File: src/rtl/param_editor.sv
`default_nettype none
// +----------------------------------------------------------------------------+
// | Module   : param_editor                                                    |
// | Purpose  : Four-field button-driven parameter editor with commit strobe.   |
// |            Optional idle timeout enabled by macro PARAM_EDITOR_TIMEOUT_EN. |
// | Revision : 1.0 - initial release                                           |
// +----------------------------------------------------------------------------+
module param_editor #(
    parameter logic [3:0]  MAX0           = 4'd12,
    parameter logic [3:0]  MAX1           = 4'd9,
    parameter logic [3:0]  MAX2           = 4'd9,
    parameter logic [3:0]  MAX3           = 4'd9,
    parameter logic [31:0] TIMEOUT_CYCLES = 32'd100_000_000
) (
    input  logic       clk,
    input  logic       reset,
    input  logic       enter_edit,
    input  logic       btn_next,
    input  logic       btn_inc,
    input  logic       btn_dec,
    input  logic       btn_ok,
    input  logic [3:0] cur_data0,
    input  logic [3:0] cur_data1,
    input  logic [3:0] cur_data2,
    input  logic [3:0] cur_data3,
    output logic [3:0] edit_data0,
    output logic [3:0] edit_data1,
    output logic [3:0] edit_data2,
    output logic [3:0] edit_data3,
    output logic [1:0] field_sel,
    output logic       editing,
    output logic       set
);

    localparam logic [1:0] S_IDLE   = 2'd0;
    localparam logic [1:0] S_EDIT   = 2'd1;
    localparam logic [1:0] S_COMMIT = 2'd2;

    localparam logic [15:0] RESET_DATA = {4'd5, 4'd1, 4'd3, 4'd10};

    logic [1:0]       state_q, state_d;
    logic [1:0]       field_sel_q, field_sel_d;
    logic [3:0][3:0]  data_q, data_d;
    logic [4:0]       btn_prev_q, btn_prev_d;

    logic [4:0]       btn_now;
    logic [4:0]       btn_edge;
    logic             edge_ok, edge_enter, edge_next, edge_inc, edge_dec;
    logic             edge_field;
    logic             timeout_hit;
    logic [3:0][3:0]  max_vec;
    logic [3:0][3:0]  cur_vec;
    logic [3:0]       sel_max;
    logic [3:0]       sel_val;

    // Bit order {ok, enter, next, inc, dec}; history resets high so held buttons stay silent.
    assign btn_now    = {btn_ok, enter_edit, btn_next, btn_inc, btn_dec};
    assign btn_edge   = btn_now & ~btn_prev_q;
    assign btn_prev_d = btn_now;
    assign {edge_ok, edge_enter, edge_next, edge_inc, edge_dec} = btn_edge;
    assign edge_field = edge_next | edge_inc | edge_dec;

    assign max_vec = {MAX3, MAX2, MAX1, MAX0};
    assign cur_vec = {cur_data3, cur_data2, cur_data1, cur_data0};
    assign sel_max = max_vec[field_sel_q];
    assign sel_val = data_q[field_sel_q];

`ifdef PARAM_EDITOR_TIMEOUT_EN
    logic [31:0] cnt_q, cnt_d;

    always_comb begin
        cnt_d = cnt_q;
        if (state_q == S_IDLE && edge_enter) begin
            cnt_d = 32'd0;
        end else if (state_q == S_EDIT) begin
            cnt_d = edge_field ? 32'd0 : cnt_q + 32'd1;
        end
    end

    always_ff @(posedge clk or posedge reset) begin
        if (reset) begin
            cnt_q <= 32'd0;
        end else begin
            cnt_q <= cnt_d;
        end
    end

    assign timeout_hit = (state_q == S_EDIT) && (cnt_q == TIMEOUT_CYCLES - 32'd1);
`else
    logic unused_timeout;
    assign unused_timeout = ^TIMEOUT_CYCLES;
    assign timeout_hit    = 1'b0;
`endif

    always_ff @(posedge clk or posedge reset) begin
        if (reset) begin
            state_q <= S_IDLE;
        end else begin
            state_q <= state_d;
        end
    end

    always_comb begin
        state_d = state_q;
        case (state_q)
            S_IDLE: begin
                if (edge_enter) begin
                    state_d = S_EDIT;
                end
            end
            S_EDIT: begin
                if (edge_ok) begin
                    state_d = S_COMMIT;
                end else if (edge_enter) begin
                    state_d = S_IDLE;
                end else if (timeout_hit && !edge_field) begin
                    state_d = S_IDLE;
                end
            end
            S_COMMIT: state_d = S_IDLE;
            default:  state_d = S_IDLE;
        endcase
    end

    always_comb begin
        editing = 1'b0;
        set     = 1'b0;
        case (state_q)
            S_EDIT:   editing = 1'b1;
            S_COMMIT: set     = 1'b1;
            default:  ;
        endcase
    end

    // Working-value datapath: ok and enter preempt field edits; inc with dec cancels.
    always_comb begin
        data_d      = data_q;
        field_sel_d = field_sel_q;
        if (state_q == S_IDLE && edge_enter) begin
            for (int i = 0; i < 4; i++) begin
                data_d[i] = (cur_vec[i] > max_vec[i]) ? max_vec[i] : cur_vec[i];
            end
            field_sel_d = 2'd0;
        end else if (state_q == S_EDIT && !edge_ok && !edge_enter) begin
            if (edge_next) begin
                field_sel_d = field_sel_q + 2'd1;
            end else if (edge_inc && !edge_dec) begin
                data_d[field_sel_q] = (sel_val >= sel_max) ? 4'd0 : sel_val + 4'd1;
            end else if (edge_dec && !edge_inc) begin
                data_d[field_sel_q] = (sel_val == 4'd0) ? sel_max : sel_val - 4'd1;
            end
        end
    end

    always_ff @(posedge clk or posedge reset) begin
        if (reset) begin
            field_sel_q <= 2'd0;
            data_q      <= RESET_DATA;
            btn_prev_q  <= 5'b11111;
        end else begin
            field_sel_q <= field_sel_d;
            data_q      <= data_d;
            btn_prev_q  <= btn_prev_d;
        end
    end

    assign edit_data0 = data_q[0];
    assign edit_data1 = data_q[1];
    assign edit_data2 = data_q[2];
    assign edit_data3 = data_q[3];
    assign field_sel  = field_sel_q;

endmodule
`default_nettype wire
File: config.mk
export PLATFORM = sky130hd
export DESIGN_NAME = param_editor
export DESIGN_NICKNAME = d
export VERILOG_FILES = /design/src/rtl/param_editor.sv
export SDC_FILE = /design/constraint.sdc
export NUM_CORES = 1
export LEC_CHECK = 0
export ABC_AREA = 0
export CAP_MARGIN = 20
export CORE_ASPECT_RATIO = 0.75
export CORE_MARGIN = 5
export CORE_UTILIZATION = 44
export CTS_CLUSTER_SIZE = 24
export DETAILED_ROUTE_END_ITERATION = 6
export PLACE_DENSITY = 0.84
export SYNTH_ARGS = -nofsm -noshare
export SYNTH_HDL_FRONTEND = slang
export SYNTH_SLANG_ARGS = --single-unit
export TNS_END_PERCENT = 100
File: constraint.sdc
create_clock -name clk -period 2.7 [get_ports clk]
set_clock_uncertainty 0.2 [all_clocks]
set_input_delay 0.54 -clock clk [delete_from_list [all_inputs] [get_ports clk]]
set_output_delay 0.54 -clock clk [all_outputs]
set_load 0.05 [all_outputs]
==> impl_metrics.yaml, run 1 <==
run_status:
  status: "completed"
timing:
  fin_crit_ps: 2680
  hold_violations: 0
  max_clock_freq_ghz: 0.3731
  fin_ws_ps: 19.95
  slew_viol_final: 0
  setup_violations: 0
  period_share_pct: 99.26
  max_slew_margin_pct: 65.45
  worst_pin_slew_ps: 518.3
  rsz0062_at_grt: "yes"
critical_path:
  critPathCaptureType: "register"
  cp_data_arrival_time_ps: 2700
  reg2reg_to: "edit_data0[2]"
  crit_path_max_fanout: 4
  regToRegStartpoint: "field_sel[1]"
  crit_path_start_kind: "register"
  crit_type: "reg -> reg"
  worst-r2r-cell-count: 9
  rrSetupSlack_ps: 20
  cp.required_ps: 2720
drt:
  viasPerCell: 5.763
  finalWirelength_um: 4626
  dr.pass1.iters: 4
  drc: 0
  vias: 1556
  drtIter0Drc: 106
  drt-wirelength-per-cell_um: 17.13
  ant_nets: 0
die:
  row_count: 19
  start_util_pct: 44.93
  dieArea_um2: 4989
  die_w_um: 79.91
  core_um2: 3590
  io_pins: 43
  die_h_um: 62.43
clock_tree:
  clock_sinks: 25
  path_clk_slew_ps: 90
  ctsHtreeMaxLevel: 1
  cts_inserted_buffers: 3
  clockBufferDepth: 2
  cts_tree: "yes"
  hold_buffers: 0
  clkLatencyLatePin_ps: 270
  root_buffer: "clkbuf_8"
grt:
  grt_max_degree: 26
  antenna_found_initial: 0
  grt-ovfl-total: 0
  grt_first_pass_wirelength_um: 7562
  grt_pass1_vias: 1493
  grt_util_all_layers_pct: 19.04
logic_synthesis:
  avgSynthCellArea_um2: 9.894
  async_flop_share_pct: 100.0
  syn-num-nets: 195
  ys_types: 39
  syn_inst: 163
  synth_warnings: 0
  synth_edf_count: 0
  synth-main-ff-cell: "dfrtp_1"
  seq_area_frac_synth_pct: 39.72
  yosys_register_bits: 25
  syn_area_um2: 1613
final_layout:
  area_growth_pct: 43.44
  antenna_cells: 0
  finalNonFillerCells: 270
  ff_latch_area_um2: 643.1
  mostFrequentLayoutCells: "clkdlybuf4s50_1, nor2_1, buf_4, nand2_1, dfstp_2"
  nets: 251
  mostFrequentLayoutCell: "clkdlybuf4s50_1"
  fillCellCount: 275
  multi_input_area_um2: 993.5
  layout-drive-gt1-share_pct: 22.48
worst_hold_path:
  worstHoldPathCells: 2
  holdCritPathClass: "reg -> reg"
  min-delay-start: "edit_data2[0]"
  hold_end: "edit_data2[0]"
place:
  dp_cells: 263
  portBuffers: 42
  gp_congestion: 0.9393
  dp_hpwl_um: 3616
  post-place-ws_ps: 4.824
power_and_ir_drop:
  ir_worst_vdd_mv: 0.5756
  leakage_nw: 0.9490
  p_per_area_nw_per_um2: 961.7
flow_run:
  cap_violations: 0
[logic make-up (layout without fill, tap and decap cells)]
group	Yosys count	after routing	synth area share (%)
AO/OA/AOI/OAI	35	35	16.91
XOR/XNOR	3	3	1.629
multiplexers	9	9	8.689
flip-flops	25	25	39.72
adder cells (fa/ha/maj)	9	9	6.982
buffers and inverters	16	71	4.345
AND/OR/NAND/NOR	66	66	21.72
[registers in the layout (all words and copies together) (netlist names)]
register,cells
edit_data3,4
btn_prev_q,5
edit_data2,4
edit_data1,4
field_sel,2
state_q,2
edit_data0,4
[per-stage QoR]
step                      setup TNS [ps]  hold slack (ps)  util, %  cell area, um2  total power, mW
after detailed placement               0            313.3    61.66            2213            1.934
final                                  0            331.4    64.45            2313            2.225
after floorplan                    -1783            344.5        -            1674            1.498
after CTS                              0            330.4    63.30            2272            2.174
after global routing              -816.1            346.4    64.45            2313            2.359
after global placement                 0            307.5    61.66            2213            1.916
[layer usage]
metal	track usage (%)	vias to the layer above	routed length, um
met2	27.89	88	2093
li1	-	720	-
met5	0	-	0
met3	4.899	10	403
met4	3.165	0	42
met1	28.60	738	2086
[synth_stat cells, drive strengths merged, types with 2 or more instances]
library cell	count	area (um2)
and3	3	18.77
a31oi	3	18.77
o21a	3	22.52
ha	9	112.6
nor2b	6	37.54
buf	3	21.27
clkbuf	2	7.510
nand2	12	45.04
a21oi	5	25.02
a41o	3	30.03
nand4	5	31.28
dfstp	12	315.3
nor2	14	52.55
a32oi	3	26.28
nor3	3	15.01
o21ai	7	35.03
nand3	9	45.04
o211ai	2	15.01
inv	11	41.29
xnor2	2	17.52
nand2b	8	50.05
o221ai	4	41.29
mux2i	5	50.05
dfrtp	13	325.3
mux4	4	90.09
[worst max path at each step]
stage / to / from / cells after the start / slack [ps]
after floorplan: edit_data3[2] / field_sel[1] / 9 / -180
after detailed placement: edit_data1[0] / field_sel[1] / 8 / 5
after CTS: edit_data1[0] / field_sel[1] / 8 / 7
after global routing: edit_data3[2] / field_sel[1] / 10 / -110
after global placement: edit_data1[0] / field_sel[1] / 8 / 80
final: edit_data0[2] / field_sel[1] / 9 / 20
[repair_timing]
item                       4_1_cts  5_1_grt
pin swaps                        1        9
gates resized for setup          1        4
setup endpoints to repair        2       10
setup buffers                    1        2
[cell type report]
| type | instances | area share [%] |
|---|---|---|
| sequential | 25 | 27.80 |
| tap | 52 | 2.812 |
| clock buffer | 4 | 1.947 |
| timing repair buffer | 56 | 22.71 |
| multi-input combinational | 122 | 42.94 |
| inverter | 11 | 1.785 |
[where the power goes]
group          total [mW]  switching (mW)  internal, mW
Combinational        1.41           0.842         0.570
Clock               0.225           0.119         0.106
Sequential          0.588          0.0946         0.494
[worst max-delay path, stage by stage, from the launching register on]
cell	delay, ps
dfrtp_2	420
mux4_2	540
inv_2	100
ha_4	190
or3b_4	360
o221a_4	270
o21ai_4	200
buf_4	140
nand4_1	90
nand3_1	110
No activity file was read; power rests on OpenSTA's default activity.
==> run 2: changes to the inputs <==
==> constraint.sdc (replaced) <==
create_clock -name clk -period 2.7 [get_ports clk]
set_clock_uncertainty 0.2 [all_clocks]
set_input_delay 0.54 -clock clk [delete_from_list [all_inputs] [get_ports clk]]
set_output_delay 0.54 -clock clk [all_outputs]
set_load 0.02 [all_outputs]
==> run 2 against run 1 <==
Net effect:
- utilization is 0.63 points higher
- global-route usage rose by 0.99 points
- critical path depth decreased by 1
- via count decreased by 1.0%
- highest routed layer unchanged
- largest cell class unchanged
- first-iteration DRC count down 2.8%
- the run now ends with negative setup slack left
==> impl_metrics.yaml, run 2 (same netlist as run 1, synthesis figures left out) <==
drt:
  vias: 1540
  ant_nets: 0
  drc: 0
  finalWirelength_um: 4779
  routed.top_layer: "met4"
  viasPerCell: 5.641
  dr.pass1.iters: 4
  drtIter0Drc: 103
  drt-wirelength-per-cell_um: 17.51
  route.met3.wl_um: 411
  wl_met2_um: 2309
  m1WireLength_um: 2019
power_and_ir_drop:
  clkPwrFrac_pct: 11.2
  power.total_mw: 2.093
  p_per_area_nw_per_um2: 896.1
  p_int_mw: 1.207
  power_frac_comb_pct: 60.5
  switching_power_mw: 0.8862
  swShare_pct: 42.34
  p_seq_share_pct: 28.3
  ir_worst_vdd_mv: 0.5240
  leakage_nw: 0.9699
final_layout:
  layout-drive-gt1-share_pct: 23.98
  fin_util_pct: 65.07
  antenna_cells: 0
  fillCellCount: 302
  area_growth_pct: 44.84
  largest_reg_flops: 5
  finalNonFillerCells: 273
  nets: 254
  mostFrequentLayoutCell: "clkdlybuf4s50_1"
  regMostFlops: "btn_prev_q"
  mostFrequentLayoutCells: "clkdlybuf4s50_1, buf_4, nor2_1, nand2_1, dfstp_2"
timing:
  max_clock_freq_ghz: 0.3697
  fin_ws_ps: -5.137
  rsz0062_at_grt: "yes"
  hold_violations: 0
  max_slew_margin_pct: 68.14
  worst_pin_slew_ps: 477.8
  fin_crit_ps: 2705
  fin_tns_setup_ps: -5.137
  period_share_pct: 100.2
  setup_violations: 1
  slew_viol_final: 0
grt:
  grt_pass1_vias: 1628
  grt_max_degree: 26
  grt-ovfl-total: 0
  antenna_found_initial: 0
  grt_first_pass_wirelength_um: 7893
  grt_util_all_layers_pct: 20.03
place:
  dp_hpwl_um: 3827
  post-place-ws_ps: -44.06
  portBuffers: 42
  gp_congestion: 0.8958
  dp_cells: 268
die:
  dieArea_um2: 4989
  core_um2: 3590
  die_w_um: 79.91
  die_h_um: 62.43
  row_count: 19
  start_util_pct: 44.93
  io_pins: 43
critical_path:
  regToRegStartpoint: "field_sel[1]"
  crit_path_start_kind: "register"
  crit_type: "reg -> reg"
  critPathCaptureType: "register"
  startpoint: "field_sel[1]"
  cp_data_arrival_time_ps: 2700
  cp.required_ps: 2690
  rrSetupSlack_ps: -5
  crit_path_max_fanout: 5
clock_tree:
  ctsHtreeMaxLevel: 1
  cts_inserted_buffers: 3
  root_buffer: "clkbuf_8"
  clkLatencyLatePin_ps: 280
  clockBufferDepth: 2
  clock_sinks: 25
  hold_buffers: 0
  cts_tree: "yes"
  path_clk_slew_ps: 90
run_status:
  violations: "negative setup slack"
  status: "complete, but fails checks"
flow_run:
  cap_violations: 0
worst_hold_path:
  holdCritPathClass: "reg -> reg"
  min-delay-start: "edit_data1[1]"
-- run 2: final cells by class --
cell class                 instances  area, um2  area share (%)
clock buffer                       3      41.29           1.768
multi-input combinational        122      992.2           42.47
inverter                          11      41.29           1.768
tap                               52      65.06           2.785
clock inverter                     1      5.005          0.2142
timing repair buffer              59      548.0           23.46
sequential                        25      643.1           27.53
-- run 2: what timing repair did --
item | 4_1_cts | 5_1_grt
setup buffers | 1 | 1
setup endpoints to repair | 6 | 12
pin swaps | 1 | 3
gates resized for setup | 2 | 4
-- run 2: worst max-delay path, cell delays in order, from the launching register on --
cell and delay, ps:
dfrtp_2 430, mux4_2 540, inv_2 90, ha_4 190
or3b_4 390, o221a_4 260, o21ai_4 180, nand4_1 110
a31oi_1 210
-- run 2: worst paths after layout --
check                           endpoint  depth (start not counted)
max                        edit_data1[2]                          8
min                        edit_data1[1]                          2
max reg2reg                edit_data1[2]                          8
min reg2reg                edit_data1[1]                          2
max in group asynchronous  edit_data1[1]                          3
min in group asynchronous  edit_data0[0]                          3
-- run 2: power groups by stage --
stage / sequential, mW / combinational, mW / clock [mW]
2_1_floorplan: 0.661 / 0.635 / 0
3_3_place_gp: 0.586 / 1.17 / 0
3_5_place_dp: 0.595 / 1.20 / 0
4_1_cts: 0.590 / 1.23 / 0.232
5_1_grt: 0.605 / 1.36 / 0.250
6_report: 0.593 / 1.27 / 0.234
-- run 2: routing by layer --
| metal | global-route usage [%] | vias to the layer above |
|---|---|---|
| met5 | 0 | - |
| met4 | 4.852 | 0 |
| met3 | 6.052 | 6 |
| met2 | 32.75 | 79 |
| met1 | 25.84 | 736 |
| li1 | - | 719 |
-- run 2: per-stage QoR --
| stage | area, um2 | hold WS (ps) |
|---|---|---|
| 2_1_floorplan | 1673 | 335.3 |
| 3_3_place_gp | 2250 | 306.3 |
| 3_5_place_dp | 2250 | 317.4 |
| 4_1_cts | 2316 | 332.0 |
| 5_1_grt | 2336 | 349.9 |
| 6_report | 2336 | 332.2 |
==> RTL edit: new RTL, config.mk and constraints of run 1 <==
Register the outputs `edit_data0`, `edit_data1`, `edit_data2` and `edit_data3`, with the module's reset; this adds one clock of latency there. The other outputs are not delayed to match.
--- a/src/rtl/param_editor.sv
+++ b/src/rtl/param_editor.sv
@@ -166,6 +166,15 @@
 
-    assign edit_data0 = data_q[0];
-    assign edit_data1 = data_q[1];
-    assign edit_data2 = data_q[2];
-    assign edit_data3 = data_q[3];
+    always_ff @(posedge clk or posedge reset) begin
+        if (reset) begin
+            edit_data0 <= '0;
+            edit_data1 <= '0;
+            edit_data2 <= '0;
+            edit_data3 <= '0;
+        end else begin
+            edit_data0 <= data_q[0];
+            edit_data1 <= data_q[1];
+            edit_data2 <= data_q[2];
+            edit_data3 <= data_q[3];
+        end
+    end
     assign field_sel  = field_sel_q;
Formal check against the unedited RTL: not equivalent (Yosys sat finds a counterexample within 4 cycles, from zero or initial values and one cycle with reset high).
==> RTL edit against run 1 <==
Routed wire length grew 14%; highest routed layer unchanged; the run now ends with negative setup slack left; area after synthesis grew 27%; design area grew 23%; sequential cell count grew 16; via count grew 9.2%; power grew 28%; final cell count grew 12%; setup slack lost 0.025 ns; count of clock-buffer cells in the layout grew 3.
==> RTL edit: results (changes against run 1) <==
| Metric | Value |
|---|---|
| Footprint of the multi-input gates | `967.2 µm² (-2.6%)` |
| Largest net degree at the start of global routing | `42 (+62%)` |
| Outcome | `finished, violations left` |
| TritonCTS buffer count | `5 (+2)` |
| Fill cell count | `363 (+32%)` |
| Setup_tns | `-0.009338 ns (-0.009338 ns)` |
| Nets | `277 (+10%)` |
| Vias per cell | `5.607 (-2.7%)` |
| Reg power frac | `31.6% (+5.2 points)` |
| Initial antenna violation count | `0 (unchanged)` |
| Gpl congestion | `0.9243 (-1.6%)` |
| Synth Instances | `177 (+8.6%)` |
| Post-synthesis sequential area ratio | `50.92% (+11 points)` |
| Clock buffers | `7 (+3)` |
| Hold WS | `0.2140 ns (-0.1173 ns)` |
| DPL Wire Length | `4050 µm (+12%)` |
| Inverters, non-clock | `10 (-1)` |
| Synth top cells by count | `dfrtp_1, a21oi_1, dfstp_2, mux2i_1` |
| Crit path to | `data_q[4]` |
| Worst IR Drop VDD | `0.5649 mV (-1.8%)` |
| Worst hold start | `data_q[1]` |
| Register area | `1044 µm² (+62%)` |
| Non-clock buffer instance count of the final layout | `65 (+16%)` |
| Met1 wire length | `2383 µm (+14%)` |
| Clk Latency, worst-skew pair | `0.29 ns (+0.02 ns)` |
| Syn nets | `209 (+7.2%)` |
| GR Util met2 | `27.18% (-0.71 points)` |
| Global-route wire length before repair | `8914 µm (+18%)` |
| Initial DRC Count | `116 (+9.4%)` |
| Slack of the critical path | `-0.005441 ns (-0.02539 ns)` |
| Overall Global Routing Usage | `18.71% (-0.33 points)` |
| DR WL met2 | `2381 µm (+14%)` |
| Global-route met3 utilization | `6.190% (+1.3 points)` |
| Routed wl met3 | `468 µm (+16%)` |
| Failing checks | `negative setup slack` |
| Core outline area | `4467 µm² (+24%)` |
| Measured slew at the worst slew-check pin | `0.5265 ns (+0.008227 ns)` |
| R2R depth | `8 (-1)` |
| Area after DPL | `2720 µm² (+23%)` |
| Power Density | `1002 nW/µm² (+4.2%)` |
| Share of layout cells above drive strength 1 | `24.39% (+1.9 points)` |
| Post-CTS Setup Bufs | `0 (-1)` |
| Setup violators final | `2 (+2)` |
| Vias in the first global route | `1,758 (+18%)` |
| Post_cts resized | `2 (+1)` |
| Critical Path Fanout Max | `5 (+1)` |
| NonClk Buf Share | `21.31% (-1.4 points)` |
| Pre-CTS setup slack | `0.01176 ns (+0.006932 ns)` |
| Power Clock | `512 µW (+130%)` |
| Routed WL | `5281 µm (+14%)` |
| Non-filler cells, final | `303 (+12%)` |
| Synthesis-stage register bit count | `41 (+64%)` |
| Cell variety after synth | `37 (-5.1%)` |
| Lkg Pwr | `1.233 nW (+30%)` |
| Clk tree area frac | `4.095% (+2.1 points)` |
## RTL edit: cell types whose count changed after synthesis, moves of 4 or more
cell	before	now
a41oi_1	0	4
nand4_1	5	0
nand2_1	12	3
dfrtp_1	13	29
nand3_1	9	4
a22o_1	0	5
mux2i_1	5	12
nor2_1	14	8
and2_1	0	5
a21oi_1	5	14
## RTL edit: cell families (layout without fill, tap and decap cells)
logic type / Yosys count / count (layout) / synth area share [%]
AO/OA/AOI/OAI: 50 / 50 / 16.52
XOR/XNOR: 3 / 3 / 1.285
adder cells (fa/ha/maj): 9 / 9 / 5.508
buffers and inverters: 14 / 83 / 2.938
flip-flops: 41 / 41 / 50.92
multiplexers: 16 / 16 / 10.65
AND/OR/NAND/NOR: 44 / 44 / 12.18
## RTL edit: worst max-delay path, stage by stage, from the launching register on
cell and delay (ns):
dfrtp_2 0.43, mux4_2 0.55, inv_2 0.07, ha_2 0.19, nor2b_4 0.15, a22oi_1 0.11
or3_1 0.34, a32o_2 0.29, a221o_1 0.32
